===== config.mk =====
export PLATFORM = sky130hd
export DESIGN_NAME = vend_txn_ctrl
export DESIGN_NICKNAME = d
export VERILOG_FILES = /design/src/rtl/vend_pkg.sv /design/src/rtl/vend_timeout_timer.sv /design/src/rtl/vend_txn_ctrl.sv
export SDC_FILE = /design/constraint.sdc
export NUM_CORES = 1
export LEC_CHECK = 0
export BUFFER_PORTS_ARGS = -buffer_cell sky130_fd_sc_hd__buf_2
export CORE_ASPECT_RATIO = 0.6
export CORE_MARGIN = 2
export CORE_UTILIZATION = 45
export CTS_CLUSTER_DIAMETER = 80
export DETAILED_ROUTE_END_ITERATION = 8
export GPL_ROUTABILITY_DRIVEN = 1
export PLACE_DENSITY = 0.64
export SYNTH_ARGS = -nofsm -noshare
export SYNTH_HDL_FRONTEND = slang
export SYNTH_SLANG_ARGS = --single-unit

===== constraint.sdc =====
create_clock -name clk -period 12.2 [get_ports clk]
set_input_delay 0.61 -clock clk [delete_from_list [all_inputs] [get_ports clk]]
set_output_delay 0.61 -clock clk [all_outputs]
set_load 0.01 [all_outputs]

===== src/rtl/vend_pkg.sv =====
// Shared definitions for the vending transaction controller.
//
// Contents:
//   - coin denominations accepted by the machine (5, 10, 20 rupees)
//   - item prices (Tea 5, Coffee 10, Lemon Tea 20)
//   - controller state enum
//   - dispense_item encoding (0 none, 1 Lemon Tea, 2 Coffee, 3 Tea)
//   - helpers for coin legality and greedy change selection
package vend_pkg;

    localparam logic [7:0] COIN_5  = 8'd5;
    localparam logic [7:0] COIN_10 = 8'd10;
    localparam logic [7:0] COIN_20 = 8'd20;

    localparam logic [7:0] PRICE_TEA    = 8'd5;
    localparam logic [7:0] PRICE_COFFEE = 8'd10;
    localparam logic [7:0] PRICE_LEMON  = 8'd20;

    typedef enum logic [1:0] {
        ST_IDLE     = 2'd0,
        ST_COLLECT  = 2'd1,
        ST_DISPENSE = 2'd2,
        ST_CHANGE   = 2'd3
    } state_t;

    typedef enum logic [1:0] {
        ITEM_NONE   = 2'd0,
        ITEM_LEMON  = 2'd1,
        ITEM_COFFEE = 2'd2,
        ITEM_TEA    = 2'd3
    } item_t;

    function automatic logic isLegalCoin(input logic [7:0] value);
        return (value == COIN_5) || (value == COIN_10) || (value == COIN_20);
    endfunction

    // Largest denomination that does not exceed the remaining amount.
    // Credit is always a multiple of 5, so 5 is a safe fallback.
    function automatic logic [7:0] changeCoinFor(input logic [7:0] amount);
        if (amount >= COIN_20) begin
            return COIN_20;
        end else if (amount >= COIN_10) begin
            return COIN_10;
        end
        return COIN_5;
    endfunction

endpackage


===== src/rtl/vend_timeout_timer.sv =====
// Idle timeout counter for the COLLECT phase.
//
// Ports:
//   clk     - rising-edge clock
//   reset   - asynchronous active-high reset
//   clear   - restart counting from zero (activity seen, or not collecting)
//   enable  - count this cycle
//   expired - high in the TIMEOUT_CYCLES-th consecutive enabled, uncleared cycle
//
// expired is combinational so the controller can leave COLLECT on the same
// edge that ends the last idle cycle.
module vend_timeout_timer #(
    parameter int TIMEOUT_CYCLES = 1000
) (
    input  logic clk,
    input  logic reset,
    input  logic clear,
    input  logic enable,
    output logic expired
);

    localparam int CW = (TIMEOUT_CYCLES > 1) ? $clog2(TIMEOUT_CYCLES) : 1;
    localparam logic [CW-1:0] LAST_COUNT = CW'(TIMEOUT_CYCLES - 1);

    logic [CW-1:0] count_q;
    logic [CW-1:0] count_d;

    assign expired = enable && !clear && (count_q == LAST_COUNT);

    // The count wraps back to zero on expiry so it never has to hold
    // TIMEOUT_CYCLES itself.
    always_comb begin
        count_d = count_q;
        if (clear || expired) begin
            count_d = '0;
        end else if (enable) begin
            count_d = count_q + CW'(1);
        end
    end

    always_ff @(posedge clk or posedge reset) begin
        if (reset) begin
            count_q <= '0;
        end else begin
            count_q <= count_d;
        end
    end

endmodule


===== src/rtl/vend_txn_ctrl.sv =====
// Vending machine transaction controller.
//
// Collects coins into a credit, dispenses one selected item, and returns the
// remaining credit as change coins (greedy 20/10/5), with cancel and an idle
// timeout both forcing a refund.
//
// Ports:
//   clk, reset          - clock (rising edge), asynchronous active-high reset
//   coin_valid, coin    - inserted coin and its value (5, 10, 20 legal)
//   T3, R2, U1          - select Tea (5), Coffee (10), Lemon Tea (20)
//   cancel              - refund request while collecting
//   dispense_ready      - dispenser accepts the pending request
//   dispense_req/_item  - registered dispense request and item code
//   change_valid/_coin  - registered change coin, one per cycle
//   coin_reject         - registered pulse for a returned coin
//   credit              - current credit in rupees
//   busy                - high whenever the controller is not idle
module vend_txn_ctrl
    import vend_pkg::*;
#(
    parameter int TIMEOUT_CYCLES = 1000,
    parameter int MAX_CREDIT     = 40
) (
    input  logic       clk,
    input  logic       reset,
    input  logic       coin_valid,
    input  logic [7:0] coin,
    input  logic       T3,
    input  logic       R2,
    input  logic       U1,
    input  logic       cancel,
    input  logic       dispense_ready,
    output logic       dispense_req,
    output logic [1:0] dispense_item,
    output logic       change_valid,
    output logic [7:0] change_coin,
    output logic       coin_reject,
    output logic [7:0] credit,
    output logic       busy
);

    state_t     state_q, state_d;
    logic [7:0] credit_q, credit_d;
    item_t      item_q, item_d;
    logic       dispenseReq_q, dispenseReq_d;
    logic       changeValid_q, changeValid_d;
    logic [7:0] changeCoin_q, changeCoin_d;
    logic       coinReject_q, coinReject_d;

    logic       anySel;
    logic       oneSel;
    logic [7:0] selPrice;
    item_t      selItem;
    logic [8:0] creditPlusCoin;
    logic       coinAcceptable;
    logic [7:0] creditEff;
    logic [7:0] refundCoin;
    logic       timerClear;
    logic       timerEnable;
    logic       timerExpired;

    assign anySel = T3 || R2 || U1;
    assign oneSel = $onehot({T3, R2, U1});

    // Nine bits so an oversized coin cannot wrap and look like it fits.
    assign creditPlusCoin = {1'b0, credit_q} + {1'b0, coin};
    assign coinAcceptable = coin_valid && isLegalCoin(coin)
                            && (creditPlusCoin <= 9'(MAX_CREDIT));

    assign refundCoin = changeCoinFor(credit_q);

    always_comb begin
        selPrice = 8'd0;
        selItem  = ITEM_NONE;
        if (T3) begin
            selPrice = PRICE_TEA;
            selItem  = ITEM_TEA;
        end else if (R2) begin
            selPrice = PRICE_COFFEE;
            selItem  = ITEM_COFFEE;
        end else if (U1) begin
            selPrice = PRICE_LEMON;
            selItem  = ITEM_LEMON;
        end
    end

    // Any coin, or any selection even an ignored one, counts as activity.
    assign timerEnable = (state_q == ST_COLLECT);
    assign timerClear  = (state_q != ST_COLLECT) || coin_valid || anySel;

    vend_timeout_timer #(
        .TIMEOUT_CYCLES(TIMEOUT_CYCLES)
    ) u_timer (
        .clk    (clk),
        .reset  (reset),
        .clear  (timerClear),
        .enable (timerEnable),
        .expired(timerExpired)
    );

    // Next-state logic. coinReject_d defaults to coin_valid so that any coin
    // not explicitly accepted below (wrong state, illegal, overflow, or
    // arriving with cancel) is handed back.
    always_comb begin
        state_d       = state_q;
        credit_d      = credit_q;
        item_d        = item_q;
        dispenseReq_d = dispenseReq_q;
        changeValid_d = 1'b0;
        changeCoin_d  = 8'd0;
        coinReject_d  = coin_valid;
        creditEff     = credit_q;

        case (state_q)
            ST_IDLE: begin
                if (coinAcceptable) begin
                    credit_d     = coin;
                    coinReject_d = 1'b0;
                    state_d      = ST_COLLECT;
                end
            end

            ST_COLLECT: begin
                if (cancel) begin
                    state_d = ST_CHANGE;
                end else begin
                    // A coin accepted this cycle already counts toward a
                    // selection made in the same cycle.
                    if (coinAcceptable) begin
                        creditEff    = creditPlusCoin[7:0];
                        coinReject_d = 1'b0;
                    end
                    credit_d = creditEff;
                    if (oneSel && (creditEff >= selPrice)) begin
                        credit_d      = creditEff - selPrice;
                        item_d        = selItem;
                        dispenseReq_d = 1'b1;
                        state_d       = ST_DISPENSE;
                    end else if (timerExpired) begin
                        state_d = ST_CHANGE;
                    end
                end
            end

            ST_DISPENSE: begin
                if (dispense_ready) begin
                    dispenseReq_d = 1'b0;
                    item_d        = ITEM_NONE;
                    state_d       = (credit_q != 8'd0) ? ST_CHANGE : ST_IDLE;
                end
            end

            ST_CHANGE: begin
                if (credit_q != 8'd0) begin
                    changeValid_d = 1'b1;
                    changeCoin_d  = refundCoin;
                    credit_d      = credit_q - refundCoin;
                    if (credit_q == refundCoin) begin
                        state_d = ST_IDLE;
                    end
                end else begin
                    state_d = ST_IDLE;
                end
            end

            default: begin
                state_d = ST_IDLE;
            end
        endcase
    end

    always_ff @(posedge clk or posedge reset) begin
        if (reset) begin
            state_q       <= ST_IDLE;
            credit_q      <= 8'd0;
            item_q        <= ITEM_NONE;
            dispenseReq_q <= 1'b0;
            changeValid_q <= 1'b0;
            changeCoin_q  <= 8'd0;
            coinReject_q  <= 1'b0;
        end else begin
            state_q       <= state_d;
            credit_q      <= credit_d;
            item_q        <= item_d;
            dispenseReq_q <= dispenseReq_d;
            changeValid_q <= changeValid_d;
            changeCoin_q  <= changeCoin_d;
            coinReject_q  <= coinReject_d;
        end
    end

    assign dispense_req  = dispenseReq_q;
    assign dispense_item = item_q;
    assign change_valid  = changeValid_q;
    assign change_coin   = changeCoin_q;
    assign coin_reject   = coinReject_q;
    assign credit        = credit_q;
    assign busy          = (state_q != ST_IDLE);

endmodule


==> results of run 1 <==
## registers in the layout (all words and copies together), names as in the netlist
name             cells
change_valid         1
dispense_item        2
state_q              2
credit               8
change_coin          4
u_timer.count_q     10
coin_reject          1
dispense_req         1
## metrics by stage
step	hold WS, ps	instances	worst slack, ps	area (um2)	utilization, %
2_1_floorplan	425	315	7670	2690	-
3_3_place_gp	452	421	7210	2920	51.6
3_5_place_dp	445	421	7070	2920	51.6
4_1_cts	390	429	7190	3010	53.2
5_1_grt	451	429	6730	3010	53.2
6_report	381	429	7090	3010	53.2
## worst paths after layout
| check | startpoint | to | slack [ps] | cells past startpoint |
|---|---|---|---|---|
| max reg2reg | credit[0]$_DFFE_PP0P_ | state_q[0]$_DFFE_PP0P_ | 7090 | 19 |
| min in group clk | u_timer.count_q[0]$_DFFE_PP0P_ | u_timer.count_q[0]$_DFFE_PP0P_ | 460 | 1 |
| max in group asynchronous | reset | dispense_item[1]$_DFFE_PP0P_ | 11520 | 3 |
| max | credit[0]$_DFFE_PP0P_ | state_q[0]$_DFFE_PP0P_ | 7090 | 19 |
| min reg2reg | u_timer.count_q[0]$_DFFE_PP0P_ | u_timer.count_q[0]$_DFFE_PP0P_ | 460 | 1 |
| min | reset | credit[4]$_DFFE_PP0P_ | 380 | 3 |
## critical path: cells and delay by family, from the launching register on
| kind | cells | cell delay, ps |
|---|---|---|
| flops | 1 | 490 |
| mux | 1 | 270 |
| buf+inv | 2 | 120 |
| fa+ha+maj | 4 | 1220 |
| simple gates | 6 | 1570 |
| compound gates | 6 | 1310 |
## Yosys cell counts, types with 2 or more instances
| cell type | count |
|---|---|
| clkbuf_1 | 5 |
| a21oi_1 | 10 |
| inv_1 | 30 |
| o21ai_0 | 17 |
| o21bai_1 | 3 |
| a211oi_1 | 3 |
| mux2i_1 | 10 |
| nand2_1 | 20 |
| o31ai_1 | 3 |
| nand3b_1 | 2 |
| nor4_1 | 7 |
| o22a_1 | 2 |
| a221o_1 | 2 |
| dfrtp_1 | 29 |
| fa_1 | 4 |
| nor3b_1 | 2 |
| nor2b_1 | 6 |
| o22ai_1 | 5 |
| mux2_2 | 4 |
| o211ai_1 | 4 |
| and2_1 | 5 |
| a21boi_0 | 2 |
| a31oi_1 | 3 |
| nand3_1 | 12 |
| or3_1 | 2 |
| xnor2_1 | 9 |
| ha_1 | 19 |
| nor3_1 | 5 |
| and3_1 | 4 |
| nor4b_1 | 2 |
| nand2b_1 | 3 |
| o21a_1 | 4 |
| buf_4 | 4 |
| nor2_1 | 34 |
| xor2_1 | 8 |
| o21ai_1 | 2 |
## report_power, final
part	internal [mW]	switching (mW)	total, mW
clock	0.0400	0.0436	0.0836
sequential	0.123	0.0565	0.180
combinational	0.218	0.298	0.516
total	0.381	0.399	0.779
## cell families after synthesis
kind of cell             share of synthesized area (%)
AND/OR/NAND/NOR                                   21.4
AO/OA/AOI/OAI                                     22.5
buffers and inverters                             6.03
flip-flops                                        27.1
adder cells (fa/ha/maj)                           11.9
XOR/XNOR                                          5.56
multiplexers                                      5.42
other                                            0.140
## area by class of cell
cell class	count	area share [%]
Tap cell	80	3.33
Multi-Input combinational cell	247	59.8
Sequential cell	29	24.1
Clock buffer	5	2.29
Inverter	30	3.75
Timing Repair Buffer	35	5.91
Clock inverter	3	0.749
## per-layer routing
| metal | wire [um] | vias up |
|---|---|---|
| met4 | 36 | 0 |
| li1 | - | 1186 |
| met3 | 475 | 4 |
| met2 | 2850 | 83 |
| met5 | 0 | - |
| met1 | 3970 | 1161 |
==> reports/results.ini, run 1 <==
[route]
routed_via_density = 5.67
via_count = 2434
routedWlPerCell_um = 17.1
drc = 0
drt-total-wl_um = 7330
firstDrtPassIters = 5
drtAntennaViolNets = 0
drt_iter0_markers = 197

[cells_and_area]
register_area_um2 = 726
fillers = 538
drive_above_1_share_pct = 18.1
final_cell_mix = nor2_1 (34), buf_2 (34), inv_1 (30), dfrtp_1 (29), nand2_1 (20)
layout.nets = 387
area_delta_synth_final_pct = 12.2
multi_input_area_mm2 = 0.00180
diodes = 0

[floorplanning]
die_y_um = 63.8
rows = 21
die_area_mm2 = 0.00661
core_area_mm2 = 0.00565
die_w_um = 104
start_util_pct = 47.4
top_level_ports = 38

[clock_tree]
cts_hold_buf = 0
cts-root-buf = clkbuf_8
cts_sinks = 29
cts_buffers = 5
htree_levels = 2
cts_resized = 0
cts.path.max_buffers = 2
insertion_delay_ps = 300
cts_setup_buffers = 0
cts_tree = yes
cts.clk_slew.worst_paths_ps = 80

[grt]
grt_pass1_vias = 2265
antenna_found_initial = 0
gr-usage-met1_pct = 37.8
busiest_layer = met1
grt_use_met3_pct = 5.51
grt_util_met2_pct = 31.4
grt_pass1_wl_um = 12100
grt_max_degree = 30
gr-usage-all-layers_pct = 23.6
gr-total-overflow = 0

[worst_setup_path]
worstPathRequired_ps = 12360
critPathMaxFanout = 10
slowest_delay_ps = 740
crit_type = reg -> reg
path_cells = ha_1, inv_1, fa_1, inv_1, o32a_2, o21a_1, o21bai_1, nand2_2, mux2i_1, ha_1, fa_1, nand2b_1, a21boi_0, o21a_1, nor2_1, nand2_1, nor4b_1, or2_0, o311ai_1
startpoint_type = flop
crit_slowest_cell = nor4b_1
end_kind = flop
arrival_ps = 5270

[synthesis]
yosysSeqAreaShare_pct = 27.1
synth_ff_type = dfrtp_1
ys_seq_elements = 29
yosys_warnings = 0
synth_cell_types = 63
synth_cells = 313
async_flop_share_pct = 100
syn-cell-area_mm2 = 0.00268
avgSynthCellArea_um2 = 8.56
yosysTopAreaCell = dfrtp_1
yosys.area.top_type_share_pct = 27.1
synth_edf_count = 0
yosys-top-cells-area = dfrtp_1 (27%), ha_1 (8.9%), nor2_1 (4.8%), inv_1 (4.2%), mux2i_1 (3.7%)

[sta]
slew_viol_final = 0
finalHoldViolCount = 0
finalSetupViolCount = 0
min_period_ps = 5110
setup-tns-final_ps = 0
timing.final.crit_share_pct = 41.9
fmax_mhz = 196
finalClockSkew_ps = 14.9
slew_headroom_pct = 41.9
grt_setup_unrepaired = no
tightestPinTransition_ps = 860

[power_and_ir_drop]
ir_drop_mv = 0.0986
p_leak_nw = 1.37
p_total_mw = 0.779
powerDensity_mw_per_mm2 = 259

[place]
hpwl_um = 5600
io_buffers = 34
gp_congestion = 0.950

[min_path]
hold_class = in -> async

[run]
drv_cap = 0

[outcome]
status = finished clean

Note: power is estimated with default switching activity, not from simulation.
==> run 2, diff against run 1 <==
Settings changed: PLACE_DENSITY 0.64 to 0.67.
Clock period 12.2 ns to 4.1 ns, I/O delays scaled along.
==> run 2 against run 1 <==
Compared with the run above: the run now ends with negative hold slack, negative setup slack left; sequential power increased to 2.6 times the previous value; global-route usage increased by 0.41 points; wire length increased by 7.1%; clock power increased to 3.8 times the previous value; worst setup slack got worse by 7300 ps; critical path type unchanged; largest cell class unchanged; highest routed layer unchanged.
==> reports/results.ini, run 2 (synthesized netlist as in run 1, its figures left out) <==
[outcome]
status = complete, but fails checks
violations = negative hold slack, negative setup slack

[worst_setup_path]
critical_path_buf_inv_count = 3  ; +1
reg2reg_from = credit[0]$_DFFE_PP0P_
r2r_setup_slack_ps = -180  ; -7270 ps
worstPathRequired_ps = 4290  ; -8070 ps
crit_type = reg -> reg
end_kind = flop
slowest_delay_ps = 540  ; -200 ps
crit_slowest_cell = fa_2
startpoint_type = flop
critPathMaxFanout = 6  ; -4
arrival_ps = 4470  ; -800 ps
r2r_end = state_q[0]$_DFFE_PP0P_
path_cells = ha_2, inv_2, fa_2, inv_2, o32a_4, o21a_4, o21bai_4, nand2_4, mux2i_4, ha_4, fa_2, nand2b_4, a21boi_4, o21a_1, nor2_2, nand2_2, nor4b_2, buf_4, or4_1, o311ai_2
cp_top_family = adder cells
r2r_cells = 20  ; +1

[sta]
grt_setup_unrepaired = yes
finalClockSkew_ps = 4.23  ; -10.7 ps
holdWs_ps = -10.4  ; -392 ps
timing.final.crit_share_pct = 104  ; +63 points
finalWorstSetupSlack_ps = -182  ; -7270 ps
tightestPinTransition_ps = 725  ; -135 ps
finalHoldViolCount = 29  ; +29
slew_viol_final = 0  ; unchanged
slew_headroom_pct = 51.7  ; +9.8 points
finalSetupViolCount = 12  ; +12
fmax_mhz = 234  ; +19%
min_period_ps = 4280  ; -831 ps

[cells_and_area]
largest_reg_flops = 10  ; unchanged
fillers = 457  ; -15%
layout.nets = 423  ; +9.3%
drive_above_1_share_pct = 33.2  ; +15 points
diodes = 0  ; unchanged
area_delta_synth_final_pct = 32.7
design_area_mm2 = 0.00355  ; +18%
regMostFlops = u_timer.count_q
final_cell_mix = buf_2 (34), buf_4 (34), nor2_1 (32), inv_1 (28), dfrtp_1 (28)

[floorplanning]
core_area_mm2 = 0.00565  ; unchanged
die_w_um = 104  ; unchanged
start_util_pct = 47.4  ; unchanged
die_area_mm2 = 0.00661  ; unchanged
die_y_um = 63.8  ; unchanged
rows = 21  ; unchanged
top_level_ports = 38  ; unchanged

[power_and_ir_drop]
powerDensity_mw_per_mm2 = 842  ; +220%
ir_drop_mv = 0.406  ; +310%
p_leak_nw = 1.61  ; +17%
p_total_mw = 2.99  ; +280%

[grt]
grt_pass1_vias = 2445  ; +7.9%
grt_pass1_wl_um = 12300  ; +1.9%
antenna_found_initial = 0  ; unchanged
grt_max_degree = 30  ; unchanged
gr-usage-all-layers_pct = 24.0  ; +0.41 points
gr-total-overflow = 0  ; unchanged

[place]
postPlaceCellArea_mm2 = 0.00319  ; +9.3%
gp_congestion = 0.893  ; -6.0%
io_buffers = 34  ; unchanged
hpwl_um = 5870  ; +4.7%
dp_slack_ps = -127  ; -7200 ps

[route]
drc = 0  ; unchanged
routedWlPerCell_um = 16.9  ; -1.2%
routed_via_density = 5.63  ; -0.84%
via_count = 2616  ; +7.5%
drtAntennaViolNets = 0  ; unchanged
drt-total-wl_um = 7850  ; +7.1%
firstDrtPassIters = 5  ; unchanged
drt_iter0_markers = 230  ; +17%

[clock_tree]
cts.clk_slew.worst_paths_ps = 70  ; about the same
cts_buffers = 5  ; unchanged
insertion_delay_ps = 290  ; about the same
htree_levels = 2  ; unchanged
cts-root-buf = clkbuf_8
cts_tree = yes
cts_sinks = 29  ; unchanged
cts_hold_buf = 0  ; unchanged
cts.path.max_buffers = 2  ; unchanged

[run]
drv_cap = 0  ; unchanged

[min_path]
hold_class = in -> async

==> run 2: cell count changes in the layout (fill, tap and decap cells not counted), sizes merged <==
cell / before / now
bufinv: 0 / 1
clkbuf: 5 / 7
clkinvlp: 3 / 0
buf: 35 / 71
==> run 2: worst reg2reg max path: stages, from the launching register on <==
cell and delay (ps):
dfrtp_1 350, ha_2 190, inv_2 40, fa_2 540, inv_2 40, o32a_4 370, o21a_4 140, o21bai_4 170
nand2_4 120, mux2i_4 220, ha_4 170, fa_2 380, nand2b_4 160, a21boi_4 160, o21a_1 180, nor2_2 60
nand2_2 90, nor4b_2 60, buf_4 160, or4_1 490, o311ai_2 100
==> run 2: cell type report <==
cell class | count | area (um2) | share of cell area [%]
repair buffers | 71 | 459 | 12.9
clock buffers | 7 | 86.3 | 2.43
clock inverters | 1 | 30.0 | 0.845
multi-input cells | 247 | 2040 | 57.4
inverters | 30 | 113 | 3.17
flip-flops and latches | 29 | 727 | 20.5
well taps | 80 | 100 | 2.82
==> run 2: power breakdown <==
part / switching (mW) / internal, mW / leakage (nW)
sequential: 0.0949 / 0.369 / 0.375
clock: 0.117 / 0.198 / 0.0585
combinational: 1.19 / 1.03 / 1.18
total: 1.40 / 1.59 / 1.61
==> run 2: worst max-delay path by stage <==
stage / to / start / cells after the start
after detailed placement: credit[3]$_DFFE_PP0P_ / credit[0]$_DFFE_PP0P_ / 21
after floorplan: credit[0]$_DFFE_PP0P_ / credit[0]$_DFFE_PP0P_ / 19
after CTS: credit[0]$_DFFE_PP0P_ / credit[0]$_DFFE_PP0P_ / 21
after global placement: credit[2]$_DFFE_PP0P_ / credit[0]$_DFFE_PP0P_ / 21
final: state_q[0]$_DFFE_PP0P_ / credit[0]$_DFFE_PP0P_ / 20
after global routing: state_q[0]$_DFFE_PP0P_ / credit[0]$_DFFE_PP0P_ / 20
==> run 2: per-layer routing <==
metal / wire (um) / track usage (%) / vias to the layer above
met4: 46 / 3.55 / 0
met3: 475 / 6.02 / 10
li1: - / - / 1256
met5: 0 / 0 / -
met2: 3350 / 34.4 / 77
met1: 3980 / 36.9 / 1273
==> run 2: per-stage QoR <==
stage | hold slack, ps | utilization (%) | TNS, ps | instances
6_report | -10.4 | 62.9 | -1270 | 465
5_1_grt | 33.6 | 62.9 | -2950 | 465
4_1_cts | 0.406 | 59.6 | -568 | 460
3_5_place_dp | 300 | 56.4 | -685 | 448
3_3_place_gp | 297 | 56.4 | -369 | 448
2_1_floorplan | 283 | - | -39.3 | 315
==> run 2: repair_timing <==
item / in CTS / in global routing
pin swaps: 2 / 14
gates resized for setup: 9 / 27
setup endpoints to repair: 12 / 13
setup buffers: 4 / 5
hold endpoints to repair: 0 / 0
